**config.mk**
```make
export PLATFORM = sky130hd
export DESIGN_NAME = mult_div_unit
export DESIGN_NICKNAME = d
export VERILOG_FILES = /design/src/rtl/mult_div_unit_pkg.sv /design/src/rtl/mult_div_unit_div_step.sv /design/src/rtl/mult_div_unit.sv
export SDC_FILE = /design/constraint.sdc
export NUM_CORES = 1
export LEC_CHECK = 0
export BUFFER_PORTS_ARGS = -buffer_cell sky130_fd_sc_hd__buf_2
export CELL_PAD_IN_SITES_DETAIL_PLACEMENT = 1
export CELL_PAD_IN_SITES_GLOBAL_PLACEMENT = 1
export CORE_ASPECT_RATIO = 0.9
export CORE_MARGIN = 2
export CORE_UTILIZATION = 45
export DETAILED_ROUTE_END_ITERATION = 8
export MAX_ROUTING_LAYER = met4
export PLACE_DENSITY_LB_ADDON = 0.1
export SYNTH_ARGS = -nofsm -noshare
export SYNTH_HDL_FRONTEND = slang
export SYNTH_SLANG_ARGS = --single-unit
```
**constraint.sdc**
```tcl
create_clock -name clk -period 4.6 [get_ports clk]
set_input_delay 0.46 -clock clk [delete_from_list [all_inputs] [get_ports clk]]
set_output_delay 0.46 -clock clk [all_outputs]
set_load 0.02 [all_outputs]
```
**src/rtl/mult_div_unit_pkg.sv**
```systemverilog
// Shared definitions for the iterative multiply/divide unit: FSM state encoding and default sizes.
package mult_div_unit_pkg;

    localparam int DEF_WIDTH = 32;
    localparam int DEF_CNT_W = 6;

    typedef enum logic [2:0] {
        ST_IDLE = 3'd0,
        ST_MULT = 3'd1,
        ST_DIV  = 3'd2,
        ST_FIX  = 3'd3,
        ST_DONE = 3'd4
    } state_t;

endpackage

```
**src/rtl/mult_div_unit_div_step.sv**
```systemverilog
// One restoring-division step on unsigned magnitudes: shift {rem, quo} left, trial-subtract the divisor.
module mult_div_unit_div_step #(
    parameter int WIDTH = 32
) (
    input  logic [2*WIDTH-1:0] i_rq,
    input  logic [WIDTH-1:0]   i_dvsr,
    output logic [2*WIDTH-1:0] o_rq
);

    logic [WIDTH:0] w_shift_rem;
    logic [WIDTH:0] w_trial;

    // The partial remainder needs one extra bit: 2*rem+1 can exceed WIDTH bits when the divisor is large.
    always_comb begin
        w_shift_rem = i_rq[2*WIDTH-1:WIDTH-1];
        w_trial     = w_shift_rem - {1'b0, i_dvsr};
        if (w_trial[WIDTH]) begin
            o_rq = {w_shift_rem[WIDTH-1:0], i_rq[WIDTH-2:0], 1'b0};
        end else begin
            o_rq = {w_trial[WIDTH-1:0], i_rq[WIDTH-2:0], 1'b1};
        end
    end

endmodule

```
**src/rtl/mult_div_unit.sv**
```systemverilog
// Iterative signed multiplier (radix-2 Booth) and restoring divider feeding the HI/LO registers.
module mult_div_unit
    import mult_div_unit_pkg::*;
#(
    parameter int WIDTH = DEF_WIDTH,
    parameter int CNT_W = DEF_CNT_W
) (
    input  logic             clk,
    input  logic             reset,
    input  logic             mult_start,
    input  logic             div_start,
    input  logic [WIDTH-1:0] a,
    input  logic [WIDTH-1:0] b,
    output logic [WIDTH-1:0] hi,
    output logic [WIDTH-1:0] lo,
    output logic             busy,
    output logic             ready,
    output logic             div_zero
);

    state_t             r_state;
    logic [CNT_W-1:0]   r_cnt;
    logic [2*WIDTH:0]   r_acc;
    logic [WIDTH-1:0]   r_mcand;
    logic [WIDTH-1:0]   r_rem;
    logic [WIDTH-1:0]   r_quo;
    logic [WIDTH-1:0]   r_dvsr;
    logic               r_sign_a;
    logic               r_sign_b;

    logic [WIDTH:0]     w_upper_ext;
    logic [WIDTH:0]     w_mcand_ext;
    logic [WIDTH:0]     w_sum;
    logic [2*WIDTH:0]   w_acc_next;
    logic [2*WIDTH-1:0] w_rq_next;
    logic [WIDTH-1:0]   w_abs_a;
    logic [WIDTH-1:0]   w_abs_b;
    logic [WIDTH-1:0]   w_quo_fix;
    logic [WIDTH-1:0]   w_rem_fix;
    logic               w_last;

    assign w_abs_a   = a[WIDTH-1] ? (~a + WIDTH'(1)) : a;
    assign w_abs_b   = b[WIDTH-1] ? (~b + WIDTH'(1)) : b;
    assign w_quo_fix = (r_sign_a ^ r_sign_b) ? (~r_quo + WIDTH'(1)) : r_quo;
    assign w_rem_fix = r_sign_a ? (~r_rem + WIDTH'(1)) : r_rem;
    assign w_last    = (r_cnt == CNT_W'(WIDTH - 1));

    // Booth step, summed one bit wider so a most-negative multiplicand cannot overflow the upper half.
    always_comb begin
        w_upper_ext = {r_acc[2*WIDTH], r_acc[2*WIDTH:WIDTH+1]};
        w_mcand_ext = {r_mcand[WIDTH-1], r_mcand};
        case (r_acc[1:0])
            2'b01:   w_sum = w_upper_ext + w_mcand_ext;
            2'b10:   w_sum = w_upper_ext - w_mcand_ext;
            default: w_sum = w_upper_ext;
        endcase
        w_acc_next = {w_sum, r_acc[WIDTH:1]};
    end

    mult_div_unit_div_step #(.WIDTH(WIDTH)) u_div_step (
        .i_rq   ({r_rem, r_quo}),
        .i_dvsr (r_dvsr),
        .o_rq   (w_rq_next)
    );

    // Control FSM with registered hi/lo/busy/ready/div_zero.
    always_ff @(posedge clk) begin
        if (reset) begin
            r_state  <= ST_IDLE;
            r_cnt    <= {CNT_W{1'b0}};
            r_acc    <= {(2*WIDTH+1){1'b0}};
            r_mcand  <= {WIDTH{1'b0}};
            r_rem    <= {WIDTH{1'b0}};
            r_quo    <= {WIDTH{1'b0}};
            r_dvsr   <= {WIDTH{1'b0}};
            r_sign_a <= 1'b0;
            r_sign_b <= 1'b0;
            hi       <= {WIDTH{1'b0}};
            lo       <= {WIDTH{1'b0}};
            busy     <= 1'b0;
            ready    <= 1'b0;
            div_zero <= 1'b0;
        end else begin
            ready    <= 1'b0;
            div_zero <= 1'b0;
            case (r_state)
                ST_IDLE: begin
                    if (mult_start) begin
                        r_state <= ST_MULT;
                        r_acc   <= {{WIDTH{1'b0}}, b, 1'b0};
                        r_mcand <= a;
                        r_cnt   <= {CNT_W{1'b0}};
                        busy    <= 1'b1;
                    end else if (div_start) begin
                        if (b == {WIDTH{1'b0}}) begin
                            r_state  <= ST_DONE;
                            ready    <= 1'b1;
                            div_zero <= 1'b1;
                        end else begin
                            r_state  <= ST_DIV;
                            r_rem    <= {WIDTH{1'b0}};
                            r_quo    <= w_abs_a;
                            r_dvsr   <= w_abs_b;
                            r_sign_a <= a[WIDTH-1];
                            r_sign_b <= b[WIDTH-1];
                            r_cnt    <= {CNT_W{1'b0}};
                            busy     <= 1'b1;
                        end
                    end
                end
                ST_MULT: begin
                    r_acc <= w_acc_next;
                    r_cnt <= r_cnt + CNT_W'(1);
                    if (w_last) begin
                        r_state <= ST_DONE;
                        hi      <= w_acc_next[2*WIDTH:WIDTH+1];
                        lo      <= w_acc_next[WIDTH:1];
                        busy    <= 1'b0;
                        ready   <= 1'b1;
                    end
                end
                ST_DIV: begin
                    {r_rem, r_quo} <= w_rq_next;
                    r_cnt <= r_cnt + CNT_W'(1);
                    if (w_last) begin
                        r_state <= ST_FIX;
                    end
                end
                ST_FIX: begin
                    r_state <= ST_DONE;
                    hi      <= w_rem_fix;
                    lo      <= w_quo_fix;
                    busy    <= 1'b0;
                    ready   <= 1'b1;
                end
                ST_DONE: begin
                    r_state <= ST_IDLE;
                end
                default: begin
                    r_state <= ST_IDLE;
                    busy    <= 1'b0;
                end
            endcase
        end
    end

endmodule
```
==> results by group <==
Run status
  – Status: finished, final reports clean

Floorplanning
  – Die area: 0.0416 sq mm
  – Core box area: around 0.04 sq mm
  – DIE WIDTH: 215 microns
  – Die height: 194 microns
  – Row cnt: 69
  – Top Ports: 135
  – Initial Util: 45.6%

Timing
  – Worst Tran Pin Value: 1.06 ns
  – Min Hold Slack: 0.201 ns
  – Fmax: approximately 0.23 GHz
  – Setup_tns: 0 ns
  – Clock skew: 0.0299 ns
  – Final WS setup: 0.316 ns
  – Slew headroom: between 20% and 30%
  – Pins Over Slew Limit: 0
  – Final min period: approximately 4.3 ns
  – RSZ-0062 raised after global routing: no
  – Setup violators final: 0
  – Endpoints failing hold: 0
  – Final period util: 93.1%

Clock tree
  – CTS Hold Bufs: 0
  – Clock Tree Root: clkbuf_16
  – CTS tree: built
  – CTS sink count: 271
  – H-Tree Level Count: 2
  – Clk slew on worst S/H paths: 0.06 ns
  – CTS max path bufs: 3
  – Worst-Skew Late Latency: 0.56 ns
  – TritonCTS buffer count: 34

Place
  – IO buf count: 134
  – Routability cong.: 0.944
  – Post-DP HPWL: 49800 microns
  – Dpl ws: around 0.15 ns
  – DP Cell Count: between 2000 and 3000

Flow run
  – Max-cap violations: 0

Power and ir drop
  – Logic pwr share: 29.7%
  – Switching share of total power: 35.8%
  – Maximum vdd drop: ~0.22 mV
  – Switch Pwr: 2.75 mW
  – Static leakage: ~8.0 nW
  – Power Dens Cells: about 380 mW/mm^2
  – Total power: just under 8 mW
  – Sequential share of power: 34.4%
  – Clock power frac: around 36%
  – Power Internal: a little under 5 mW

GRT
  – GRT overflow: 0
  – Largest net degree at the start of global routing: 99
  – First-pass GRT wire length: 106000 microns
  – Overall Global Routing Usage: between 30% and 40%
  – Initial antenna violation count: 0
  – Vias in the first global route: 18403

Setup path
  – WP data arrival: 4.77 ns
  – CP max stage delay: 0.68 ns
  – Crit. End Element: register
  – Startpoint types: register
  – Crit Path Max Fanout: 9
  – CP max-delay cell: nor4_1
  – Setup CP Type: register to register
  – R2R Setup Slk: 0.32 ns
  – CP required: 5.09 ns
  – Most used cell along the critical path: o21ai_0
  – Critical-path cell list: nor4_1, nand3_1, nor4_1, buf_4, a31oi_1, xnor2_1, ha_1, o21ai_0, a211oi_1, nand2_1, o21ai_0, a21oi_2, a21o_1, o21ai_0, mux2_2, nor2_1

Drt
  – Antenna viol nets, final: 0
  – Routed Wire Length: about 67000 microns
  – Via count: 18364
  – 1st-pass router iterations: 5
  – Starting DRT DRC Count: 1163
  – DRC viols: 0
  – Avg Vias per Cell: approximately 6.1
  – WL/cell: approximately 22 microns

Layout
  – Final nets: 2588
  – Fraction of layout cells with a size suffix above 1: 11.0%
  – Number of antenna diodes: 0
  – Area of the multi-input gates: 0.0118 sq mm
  – Fin cells: around 3000
  – Fillers: 4985
  – Area Overhead vs Synth: 12.6%
  – Register area: 0.00543 sq mm

Yosys
  – Post-synth top cells: nand2_1 (361), dfxtp_1 (271), a21oi_1 (231), nor2_1 (217), clkbuf_1 (143)
  – Synthesized Nets: 2540
  – #FFs+latches synth: 271
  – Distinct cell type count after synthesis: 76
  – Synth Cell Area: 0.0180 sq mm
  – Number of synthesis warnings: 0
  – Post-Synthesis Cells: 2399
  – Post-synth EDFFs: 0
  – Top_reg_cell synth: dfxtp_1
  – Area contributors post-synth: dfxtp_1 (30%), nand2_1 (7.5%), a21oi_1 (6.4%)
  – Count leader, synth: nand2_1
  – Share of the synthesized area in the top cell type: 30.1%
  – Syn avg cell area: 7.51 sq um
  – Top cell type by total area after synthesis: dfxtp_1
  – Asr flop ratio synth: 0%
  – Part of the Yosys area used for sequential elements: 30.1%

Min path
  – Worst Hold Class: input port to register
flip-flops by register name (all words and copies together), names as in the netlist:
signal and cells:
r_sign_a 1, div_zero 1, lo 32, hi 32, ready 1, r_dvsr 32, r_mcand 32, busy 1
r_cnt 6, r_acc 65, r_quo 32, r_sign_b 1, r_rem 32, r_state 3
kinds of logic after synthesis:
group,after synthesis,synth area share (%)
buffers and inverters,240,5.12
XOR/XNOR,201,9.78
flip-flops,271,30.1
adder cells (fa/ha/maj),73,5.16
AND/OR/NAND/NOR,863,21.8
AO/OA/AOI/OAI,731,26.9
multiplexers,20,1.15
power groups by stage:
| stage | registers (mW) | logic (mW) | clock network, mW |
|---|---|---|---|
| CTS | 2.64 | 2.25 | 2.80 |
| finish | 2.65 | 2.28 | 2.76 |
| floorplan | 2.63 | 1.59 | 0 |
| global placement | 2.68 | 2.17 | 0 |
| global route | 2.66 | 2.51 | 2.90 |
| detailed placement | 2.69 | 2.23 | 0 |
final cells by class:
cell class / count / area share [%]
Inverter: 75 / 1.39
Tap cell: 532 / 3.28
Clock inverter: 12 / 0.833
Sequential cell: 271 / 26.8
Timing Repair Buffer: 177 / 4.99
Clock buffer: 47 / 4.74
Multi-Input combinational cell: 1888 / 58.0
through the flow:
step                util, %  area, sq um
global placement       48.4        19100
detailed placement     48.4        19100
floorplan                 -        18000
finish                 51.4        20300
global route           51.4        20300
CTS                    51.3        20200
critical path, delay by kind of cell (launching register included):
kind                       cells  cell delay [ns]
and+or+nand+nor                5             1.39
AOI/OAI and AO/OA              7             1.21
adders and majority gates      1             0.51
DFF                            1             0.39
muxes                          1             0.36
buffers and inverters          1             0.19
xor gates and xnor gates       1             0.17
layer usage:
metal  GRT usage (%)  wire (microns)  share of wire, %  vias to the layer above
li1                -               -                 -                     8744
met1            42.8           30800                46                     9077
met2            52.6           31400                47                      435
met3            3.50            2910               4.3                      108
met4            10.2            2000               3.0                        0
met5               -               0                 0                        -
path summary, 6_finish.rpt:
check | end | cells past startpoint | from
setup reg to reg | r_acc[64]$_SDFFE_PP0P_ | 16 | r_mcand[20]$_SDFFE_PP0P_
hold / removal | r_mcand[19]$_SDFFE_PP0P_ | 3 | a[19]
hold reg to reg | hi[1]$_SDFFE_PP0P_ | 2 | hi[1]$_SDFFE_PP0P_
setup / recovery | r_acc[64]$_SDFFE_PP0P_ | 16 | r_mcand[20]$_SDFFE_PP0P_
timing repair:
action | 4_1_cts | 5_1_grt
setup endpoints to repair | 0 | 23
gates resized for setup | 0 | 14
buffers inserted | 0 | 1
placed cells by master (no fill, tap or decap), types with 35 or more instances in the layout:
cell       Yosys  layout
nand2_1      361     358
dfxtp_1      271     271
a21oi_1      231     229
nor2_1       217     215
buf_2          8     133
o21ai_0      123     119
xnor2_1      115     114
xor2_1        86      86
inv_1         75      75
ha_1          71      70
nand3_1       65      65
a211oi_1      56      56
nor3_1        52      52
buf_4          3      42
o31ai_1       38      38
a311oi_1      38      37
clkbuf_16      0      35
Note: power is estimated with default switching activity, not from simulation.
